`config.mk`:
```
export PLATFORM = sky130hd
export DESIGN_NAME = intpol2_d4_out_streamer
export DESIGN_NICKNAME = d
export VERILOG_FILES = /design/src/rtl/intpol2_d4_pkg.sv /design/src/rtl/intpol2_d4_skid2.sv /design/src/rtl/intpol2_d4_out_streamer.sv
export SDC_FILE = /design/constraint.sdc
export NUM_CORES = 1
export LEC_CHECK = 0
export BUFFER_PORTS_ARGS = -buffer_cell sky130_fd_sc_hd__clkbuf_2
export CAP_MARGIN = 20
export CORE_AREA = 2 2 164 206
export CTS_CLUSTER_SIZE = 8
export DETAILED_ROUTE_END_ITERATION = 8
export DIE_AREA = 0 0 166 208
export MAX_ROUTING_LAYER = met4
export SETUP_SLACK_MARGIN = 0.15
export SLEW_MARGIN = 10
export SYNTH_ARGS = -nofsm -noshare
export SYNTH_HDL_FRONTEND = slang
export SYNTH_SLANG_ARGS = --single-unit
```
`constraint.sdc`:
```
create_clock -name clk -period 4 [get_ports clk]
set_input_delay 0.2 -clock clk [delete_from_list [all_inputs] [get_ports clk]]
set_output_delay 0.2 -clock clk [all_outputs]
set_load 0.01 [all_outputs]
```
`src/rtl/intpol2_d4_pkg.sv`:
```
// Shared types and constants for the interpolator output streamer.
package intpol2_d4_pkg;

    // Entries held in the local skid buffer; also the pop credit limit.
    localparam logic [1:0] SKID_DEPTH = 2'd2;

    typedef enum logic [1:0] {
        ST_IDLE  = 2'd0,
        ST_RUN   = 2'd1,
        ST_DRAIN = 2'd2,
        ST_DONE  = 2'd3
    } state_t;

endpackage

```
`src/rtl/intpol2_d4_skid2.sv`:
```
// Two-entry skid buffer of {data,last}; entry 0 is always the head.
module intpol2_d4_skid2 #(
    parameter int DATAPATH_WIDTH = 32
) (
    input  logic                      clk,
    input  logic                      rstn,
    input  logic                      flush,
    input  logic                      wr,
    input  logic [DATAPATH_WIDTH-1:0] wr_data,
    input  logic                      wr_last,
    input  logic                      rd,
    output logic [DATAPATH_WIDTH-1:0] rd_data,
    output logic                      rd_last,
    output logic                      valid,
    output logic [1:0]                cnt
);

    typedef struct packed {
        logic [DATAPATH_WIDTH-1:0] data;
        logic                      last;
    } entry_t;

    entry_t     e0_q;
    entry_t     e1_q;
    logic [1:0] cnt_q;
    entry_t     wr_entry;

    assign wr_entry = '{data: wr_data, last: wr_last};

    // Shift-register FIFO: a read moves entry 1 to the head, a write fills the first free slot.
    always_ff @(posedge clk or negedge rstn) begin
        // NOTE: the two data entries are reset too, so the stream outputs read 0 straight out of reset.
        if (!rstn) begin
            e0_q  <= '0;
            e1_q  <= '0;
            cnt_q <= 2'd0;
        end else if (flush) begin
            cnt_q <= 2'd0;
        end else begin
            // NOTE: non-blocking assignments let e0 take the old e1 while e1 takes new data in the same edge.
            case ({wr, rd})
                2'b10: begin
                    if (cnt_q == 2'd0) e0_q <= wr_entry;
                    else               e1_q <= wr_entry;
                    cnt_q <= cnt_q + 2'd1;
                end
                2'b01: begin
                    e0_q  <= e1_q;
                    cnt_q <= cnt_q - 2'd1;
                end
                2'b11: begin
                    if (cnt_q == 2'd1) begin
                        e0_q <= wr_entry;
                    end else begin
                        e0_q <= e1_q;
                        e1_q <= wr_entry;
                    end
                end
                default: ;
            endcase
        end
    end

    assign valid   = (cnt_q != 2'd0);
    assign cnt     = cnt_q;
    assign rd_data = e0_q.data;
    assign rd_last = e0_q.last;

endmodule

```
`src/rtl/intpol2_d4_out_streamer.sv`:
```
// Drains the interpolator output FIFO onto a valid/ready stream, olen samples per run.
module intpol2_d4_out_streamer
    import intpol2_d4_pkg::*;
#(
    parameter int DATAPATH_WIDTH = 32,
    parameter int CONFIG_WIDTH   = 32
) (
    input  logic                      clk,
    input  logic                      rstn,
    input  logic                      start,
    input  logic                      clear,
    input  logic [CONFIG_WIDTH-1:0]   olen,
    input  logic                      Empty_i,
    input  logic [DATAPATH_WIDTH-1:0] fifo_rdata_i,
    output logic                      Read_Enable,
    output logic [DATAPATH_WIDTH-1:0] m_tdata,
    output logic                      m_tvalid,
    output logic                      m_tlast,
    input  logic                      m_tready,
    output logic                      busy,
    output logic                      done
);

    localparam logic [CONFIG_WIDTH-1:0] ONE = {{(CONFIG_WIDTH-1){1'b0}}, 1'b1};

    state_t                  state_q, state_d;
    logic [CONFIG_WIDTH-1:0] len_q;
    logic [CONFIG_WIDTH-1:0] rd_cnt_q;
    logic [CONFIG_WIDTH-1:0] out_cnt_q;
    logic                    inflight_q;
    logic                    inflight_last_q;
    logic                    done_q;

    logic [1:0]              skid_cnt;
    logic                    pop;
    logic                    pop_last;
    logic                    handshake;
    logic                    credit_ok;
    logic                    start_run;

    // Pending pops count against skid space so the buffer can never overflow.
    assign credit_ok = (skid_cnt + {1'b0, inflight_q}) < SKID_DEPTH;
    assign pop       = (state_q == ST_RUN) && !Empty_i && (rd_cnt_q < len_q) && credit_ok && !clear;
    assign pop_last  = (rd_cnt_q == (len_q - ONE));
    assign handshake = m_tvalid && m_tready;
    assign start_run = (state_q == ST_IDLE) && start && !clear;

    assign Read_Enable = pop;
    assign busy        = (state_q == ST_RUN) || (state_q == ST_DRAIN);
    assign done        = done_q;

    // Next-state logic; clear overrides every transition.
    always_comb begin
        // NOTE: defaulting state_d before the case keeps this block free of inferred latches.
        state_d = state_q;
        case (state_q)
            ST_IDLE:  if (start) state_d = (olen == '0) ? ST_DONE : ST_RUN;
            ST_RUN:   if (rd_cnt_q == len_q) state_d = ST_DRAIN;
            ST_DRAIN: if (out_cnt_q == len_q) state_d = ST_DONE;
            ST_DONE:  state_d = ST_IDLE;
            default:  state_d = ST_IDLE;
        endcase
        if (clear) state_d = ST_IDLE;
    end

    // State register and registered done pulse (high for the single DONE cycle).
    always_ff @(posedge clk or negedge rstn) begin
        if (!rstn) begin
            state_q <= ST_IDLE;
            done_q  <= 1'b0;
        end else begin
            state_q <= state_d;
            done_q  <= (state_d == ST_DONE);
        end
    end

    // Run length and pop/accept counters; a new start re-arms them.
    always_ff @(posedge clk or negedge rstn) begin
        if (!rstn) begin
            len_q     <= '0;
            rd_cnt_q  <= '0;
            out_cnt_q <= '0;
        end else if (start_run) begin
            len_q     <= olen;
            rd_cnt_q  <= '0;
            out_cnt_q <= '0;
        end else begin
            if (pop)       rd_cnt_q  <= rd_cnt_q + ONE;
            if (handshake) out_cnt_q <= out_cnt_q + ONE;
        end
    end

    // In-flight flag covers the FIFO's one-cycle read latency; last is fixed at pop time.
    always_ff @(posedge clk or negedge rstn) begin
        if (!rstn) begin
            inflight_q      <= 1'b0;
            inflight_last_q <= 1'b0;
        end else if (clear) begin
            inflight_q      <= 1'b0;
            inflight_last_q <= 1'b0;
        end else begin
            inflight_q      <= pop;
            inflight_last_q <= pop && pop_last;
        end
    end

    intpol2_d4_skid2 #(
        .DATAPATH_WIDTH (DATAPATH_WIDTH)
    ) u_skid (
        .clk     (clk),
        .rstn    (rstn),
        .flush   (clear),
        .wr      (inflight_q),
        .wr_data (fifo_rdata_i),
        .wr_last (inflight_last_q),
        .rd      (handshake),
        .rd_data (m_tdata),
        .rd_last (m_tlast),
        .valid   (m_tvalid),
        .cnt     (skid_cnt)
    );

endmodule

```
==> results of run 1 <==
==> kinds of logic (layout without fill, tap and decap cells) <==
group | count (synthesis) | after routing | share of synthesized area [%]
xor+xnor | 124 | 124 | 11.3
fa+ha+maj | 41 | 41 | 5.32
flops | 169 | 169 | 43.8
mux | 69 | 69 | 7.59
compound gates | 154 | 154 | 9.04
simple gates | 368 | 368 | 19.1
buf+inv | 96 | 224 | 3.92
==> flip-flops by register name (all words and copies together), names as in the netlist <==
signal           count
rd_cnt_q            32
inflight_last_q      1
u_skid.rd_data      32
state_q              2
len_q               32
done                 1
inflight_q           1
u_skid.cnt           2
out_cnt_q           32
u_skid.e1_q         33
u_skid.rd_last       1
==> cells in the mapped netlist, types with 2 or more instances <==
master	instances
a2111oi_0	2
a211oi_1	4
a21boi_0	2
a21oi_1	68
a221oi_1	2
a31oi_1	2
and2_1	9
and3_1	9
and4_1	10
buf_1	6
buf_2	2
buf_6	2
clkbuf_1	33
dfrtp_1	169
ha_1	41
inv_1	53
mux2_2	33
mux2i_1	36
nand2_1	85
nand2b_1	2
nand3_1	31
nand3b_1	2
nand4_1	22
nor2_1	108
nor2b_1	4
nor3_1	19
nor3b_1	3
nor4_1	33
nor4b_1	3
o211ai_1	3
o21ai_0	52
o21ai_1	2
o31ai_1	8
or2_2	3
or3_1	12
or3b_2	2
or4_1	6
xnor2_1	65
xor2_1	59
==> critical path: cells and delay by family (launching register included) <==
kind,cells,cell delay (ns)
flops,1,0.54
buf+inv,4,0.81
compound gates,2,0.52
simple gates,3,0.66
fa+ha+maj,1,0.31
==> power breakdown <==
| part | internal [mW] | switching [mW] |
|---|---|---|
| Sequential | 2.20 | 0.477 |
| Clock | 0.843 | 0.780 |
| Combinational | 1.04 | 1.40 |
| Total | 4.08 | 2.65 |
==> per-stage QoR <==
| stage | setup WS (ns) | cells | power, mW | area (um2) |
|---|---|---|---|---|
| after floorplan | 0.862 | 1021 | 4.26 | 9650 |
| after global placement | 0.721 | 1512 | 5.08 | 10600 |
| final | 0.505 | 1567 | 6.73 | 11400 |
| after global routing | 0.201 | 1567 | 7.22 | 11400 |
| after CTS | 0.438 | 1567 | 6.81 | 11400 |
| after detailed placement | 0.707 | 1512 | 5.14 | 10600 |
==> repair_timing <==
item	in CTS	in global routing
endpoints found under the hold margin	120	0
hold buffers	23	0
buffers inserted	0	0
==> final cells by class <==
type / count / share of cell area (%)
inverters: 53 / 1.74
flip-flops and latches: 169 / 37.0
clock inverters: 13 / 1.10
well taps: 418 / 4.57
multi-input cells: 756 / 44.3
repair buffers: 139 / 7.47
clock buffers: 19 / 3.87
==> routing by layer <==
metal	vias to the layer above	routed length (um)
met5	-	0
met4	0	951
met3	38	851
met2	185	12300
met1	3742	11700
li1	3777	-
==> final timing paths <==
| path | start | to | slack (ns) | cells after the start |
|---|---|---|---|---|
| worst max-delay path | len_q[15]$_DFFE_PN0P_ | Read_Enable | 0.50 | 10 |
| worst min-delay path | olen[13] | len_q[13]$_DFFE_PN0P_ | 0.02 | 3 |
| worst max register to register | len_q[9]$_DFFE_PN0P_ | rd_cnt_q[27]$_DFFE_PN0P_ | 0.68 | 10 |
| worst min register to register | u_skid.e1_q[1]$_DFFE_PN0P_ | u_skid.e1_q[1]$_DFFE_PN0P_ | 0.51 | 1 |
| max in group asynchronous | rstn | out_cnt_q[25]$_DFFE_PN0P_ | 2.68 | 3 |
| min in group asynchronous | rstn | u_skid.rd_data[15]$_DFFE_PN0P_ | 0.42 | 2 |
==> reports/qor.txt, run 1 <==
Status = finished, final reports clean
Post-synth net total = 1132
DRT Pass-1 Iters = 5
Avg WL per Cell = 16.5 um
CP max FO = 23
WP data arrival = 3.30 ns
Synth area leaders = dfrtp_1 (44%), xnor2_1 (5.9%), xor2_1 (5.4%)
Core area = 32500 um2
Final core occ = 35.2%
Dpl hpwl = 19100 um
TritonCTS clock tree = yes
Initial antenna violation count = 0
WL final = 25800 um
Commonest non-fill, non-tap cell in the layout = dfrtp_1
Crit-path slowest cell = dfrtp_1
Die Y = 208 um
Worst endpoint required time = 3.80 ns
Tightest Pin Transition = 0.990 ns
Synthesized area = 9650 um2
Most frequent cells in the layout = dfrtp_1 (169), nor2_1 (107), clkbuf_2 (105)
Clk_lat worst skew = 0.44 ns
Cell taking the most area after synthesis = dfrtp_1
Residual DRC = 0
Fin. Hold Viols = 0
# fillers = 3333
Via count = 7742
Cts bufs inserted = 17
Final Setup Violations = 0
Largest net degree at the start of global routing = 100
Syn Inst Count = 1021
Rel. slew slack = 34.0%
Worst Setup Path Type = flop to primary output
Share of the synthesized area in the top cell type = 43.8%
Global Route Usage Sum = 15.6%
Critical path endpoint category = primary output
Critical path cell sequence = inv_1 > ha_1 > nand4_1 > nor4b_1 > a21boi_0 > o31a_1 > or3_1 > buf_4 > inv_1 > clkbuf_2
Total global routing overflow = 0
Via count of the first global-routing pass = 7753
Hold Crit Class = input port to flop
Most used cell, CP = inv_1
# rows = 74
Initial core utilization = 29.7%
H-tree Lvls = 4
DIE AREA = 34500 um2
Worst ir drop on vdd = 0.382 mV
Multi-input combinational cell area = 5070 um2
PwrDens = 589 nW/um2
Met3 usage = 2.49%
Post-synth cell types = 53
Max-slew violations = 0
Period utilisation layout = 87.4%
Setup TNS Final = 0 ns
PortBufs = 106
Root buf cell = clkbuf_16
Die Span X = 166 um
Syn Area/Cell = 9.45 um2
EDFF count, synth = 0
RSZ-0062 raised after global routing = false
Post-CTS Resized = 0
Register area = 4230 um2
Max-cap viol count = 0
FMAX = 0.286 GHz
Vias/cell = 4.94
Share of cells above drive strength 1 = 16.9%
Number of synthesized register bits = 169
CP peak stage delay = 0.54 ns
Layer with the highest usage = met2
Leakage Power = 5.29 nW
Async SR Flop Fraction = 100%
WHS = 0.0210 ns
Antenna viol nets, final = 0
Met2 Track Usage GR = 25.1%
Iter 0 DRT Violations = 570
First-pass GRT wire length = 42000 um
Nets = 1247
TritonCTS Sinks = 169
I/O Pins = 107
Antenna diode instance count = 0
Clk_skew = 0.0117 ns
Clock transition at path regs = 0.07 ns
Most used DFF post-synth = dfrtp_1
Yosys Warn Count = 0
Crit path time final = 3.50 ns
Routability cong. = 0.920
Seq/Total Area, Yosys = 43.8%
GR Util met1 = 19.6%
Startpoint types = flop
CTS max path bufs = 2
P&R area growth vs syn = 18.6%
No activity file was read; power rests on OpenSTA's default activity.
==> run 2, diff against run 1 <==
==> constraint.sdc (replaced) <==
create_clock -name clk -period 4 [get_ports clk]
set_input_delay 0.4 -clock clk [delete_from_list [all_inputs] [get_ports clk]]
set_output_delay 0.4 -clock clk [all_outputs]
set_load 0.01 [all_outputs]
==> reports/qor.txt, run 2 (synthesis gave the netlist of run 1 again) <==
Dpl hpwl = 18800 um (was 19100 um)
Placed cell count = 1514 (was 1512)
Most used cell, CP = inv_1 (unchanged)
Capturing point of the worst reg2reg path = rd_cnt_q[23]$_DFFE_PN0P_ (was rd_cnt_q[27]$_DFFE_PN0P_)
Post-route cell area = 11300 um2 (was 11400 um2)
P_sw = 2.64 mW (was 2.65 mW)
Commonest non-fill, non-tap cell in the layout = dfrtp_1 (unchanged)
Vias/cell = 4.99 (was 4.94)
PwrDens = 602 nW/um2 (was 589 nW/um2)
Core area = 32500 um2 (unchanged)
RR Startpoint = len_q[11]$_DFFE_PN0P_ (was len_q[9]$_DFFE_PN0P_)
Setup TNS Final = 0 ns (unchanged)
Routability cong. = 0.918 (was 0.920)
Share of cells above drive strength 1 = 17.7% (was 16.9%)
Met3 usage = 2.85% (was 2.49%)
Most frequent cells in the layout = dfrtp_1 (168), nor2_1 (107), clkbuf_2 (105) (was dfrtp_1 (169), nor2_1 (107), clkbuf_2 (105))
Clock Power Share = 24.9% (was 24.1%)
PortBufs = 106 (unchanged)
Post-DP Area = 10700 um2 (was 10600 um2)
First-pass GRT wire length = 40100 um (was 42000 um)
Setup Fix Bufs, Post-CTS = 0 (unchanged)
Clk_skew = 0.00989 ns (was 0.0117 ns)
TritonCTS Sinks = 169 (unchanged)
Max-cap viol count = 0 (unchanged)
Layer with the highest usage = met2 (unchanged)
Max reg flops = 33 (unchanged)
Final worst setup slack = 0.336 ns (was 0.505 ns)
Avg WL per Cell = 16.2 um (was 16.5 um)
Setup crit start = len_q[11]$_DFFE_PN0P_ (was len_q[15]$_DFFE_PN0P_)
Initial core utilization = 29.7% (unchanged)
Via count = 7709 (was 7742)
DRT Pass-1 Iters = 5 (unchanged)
WL final = 25100 um (was 25800 um)
Antenna diode instance count = 0 (unchanged)
Period utilisation layout = 91.6% (was 87.4%)
Worst Setup Path Type = flop to primary output (unchanged)
Crit-path slowest cell = dfrtp_1 (unchanged)
Met2 Track Usage GR = 23.9% (was 25.1%)
Hold Buf Count CTS = 0 (was 23)
Iter 0 DRT Violations = 526 (was 570)
Comb pwr share = 35.6% (was 36.2%)
I/O Pins = 107 (unchanged)
Critical path endpoint category = primary output (unchanged)
Largest reg by FF count = u_skid.e1_q (unchanged)
Largest net degree at the start of global routing = 102 (was 100)
Root buf cell = clkbuf_16 (unchanged)
Crit path time final = 3.66 ns (was 3.50 ns)
CP peak stage delay = 0.45 ns (was 0.54 ns)
Hold Crit Class = input port to asynchronous set/reset pin (was input port to flop)
TritonCTS clock tree = yes (unchanged)
P&R area growth vs syn = 16.7% (was 18.6%)
Rel. slew slack = 36.9% (was 34.0%)
Reg2Reg Depth = 10 (unchanged)
Final std cells w/o fill = 1546 (was 1567)
Global Route Usage Sum = 15.0% (was 15.6%)
# fillers = 3290 (was 3333)
Cell Int Power = 4.14 mW (was 4.08 mW)
Die Span X = 166 um (unchanged)
Die Y = 208 um (unchanged)
Residual DRC = 0 (unchanged)
Post-Place Setup Slack = 0.603 ns (was 0.707 ns)
Part of the power in registers = 39.5% (was 39.7%)
Startpoint types = flop (unchanged)
Via count of the first global-routing pass = 7514 (was 7753)
Worst endpoint required time = 3.60 ns (was 3.80 ns)
Status = finished, final reports clean (unchanged)
CTS max path bufs = 2 (unchanged)
Leakage Power = 5.22 nW (was 5.29 nW)
# rows = 74 (unchanged)
Nets = 1226 (was 1247)
RSZ-0062 raised after global routing = false (unchanged)
Critical path cell sequence = inv_1 > ha_1 > and4_1 > nor4b_2 > a21boi_1 > o31a_1 > or3_1 > buf_4 > inv_1 > clkbuf_2 (was inv_1 > ha_1 > nand4_1 > nor4b_1 > a21boi_0 > o31a_1 > or3_1 > buf_4 > inv_1 > clkbuf_2)
DIE AREA = 34500 um2 (unchanged)
CP max FO = 23 (unchanged)
Tightest Pin Transition = 0.946 ns (was 0.990 ns)
Total global routing overflow = 0 (unchanged)
FMAX = 0.273 GHz (was 0.286 GHz)
Fin. Hold Viols = 0 (unchanged)
WP data arrival = 3.26 ns (was 3.30 ns)
Cts bufs inserted = 17 (unchanged)
Worst ir drop on vdd = 0.376 mV (was 0.382 mV)
Clock transition at path regs = 0.07 ns (about the same)
Net Sw Frac = 38.9% (was 39.4%)
Initial antenna violation count = 0 (unchanged)
GR Util met1 = 18.7% (was 19.6%)
Crit path capture = Read_Enable (unchanged)
H-tree Lvls = 4 (unchanged)
Max-slew violations = 0 (unchanged)
Antenna viol nets, final = 0 (unchanged)
Clk_lat worst skew = 0.44 ns (about the same)
R2R setup slack = 0.64 ns (was 0.68 ns)
Final Setup Violations = 0 (unchanged)
[run 2: cell count changes in the layout (fill, tap and decap cells not counted), sizes merged]
| cell | before | now |
|---|---|---|
| buf | 11 | 13 |
| bufinv | 0 | 1 |
| clkbuf | 124 | 123 |
| clkinv | 2 | 3 |
| clkinvlp | 2 | 1 |
| dlygate4sd3 | 23 | 0 |
[run 2: worst min-delay path by stage]
stage / start / to
floorplan: rstn / done$_DFF_PN0_
global placement: u_skid.e1_q[21]$_DFFE_PN0P_ / u_skid.e1_q[21]$_DFFE_PN0P_
detailed placement: u_skid.e1_q[3]$_DFFE_PN0P_ / u_skid.e1_q[3]$_DFFE_PN0P_
CTS: rstn / u_skid.e1_q[32]$_DFFE_PN0P_
global route: rstn / u_skid.rd_data[15]$_DFFE_PN0P_
finish: rstn / u_skid.rd_data[15]$_DFFE_PN0P_
[run 2: through the flow]
stage | hold slack (ns) | util [%] | power, mW
after floorplan | 0.104 | - | 4.26
after detailed placement | 0.492 | 32.8 | 5.12
after global routing | 0.157 | 34.6 | 7.22
after global placement | 0.485 | 32.8 | 5.06
final | 0.0696 | 34.6 | 6.77
after CTS | 0.123 | 34.6 | 6.83
[run 2: power groups by stage]
| stage | registers [mW] | clock network [mW] | logic [mW] |
|---|---|---|---|
| final | 2.68 | 1.69 | 2.41 |
| after CTS | 2.67 | 1.73 | 2.43 |
| after global placement | 2.68 | 0 | 2.38 |
| after global routing | 2.75 | 1.79 | 2.67 |
| after detailed placement | 2.71 | 0 | 2.41 |
| after floorplan | 2.62 | 0 | 1.65 |
[run 2: cell type report]
class / count / area (um2) / share of cell area [%]
Multi-Input combinational cell: 756 / 5080 / 45.1
Sequential cell: 169 / 4230 / 37.6
Timing Repair Buffer: 118 / 639 / 5.68
Tap cell: 418 / 523 / 4.65
Clock buffer: 18 / 439 / 3.90
Inverter: 53 / 199 / 1.77
Clock inverter: 14 / 149 / 1.32
[run 2: worst max-delay path, delay by kind of cell, from the launching register on]
family                     cells  cell delay (ns)
AOI/OAI and AO/OA              2             0.42
adders and majority gates      1             0.32
buffers and inverters          4             0.87
DFF                            1             0.45
and+or+nand+nor                3             0.75
[run 2: metal layers]
layer / part of all wire (%) / vias up
met5: 0 / -
met4: 3.6 / 0
met3: 4.5 / 43
met2: 47 / 207
met1: 45 / 3714
li1: - / 3745
[run 2: repair_timing]
item | CTS | global route
gates resized for setup | 1 | 3
setup endpoints to repair | 1 | 1
gates cloned | 0 | 0
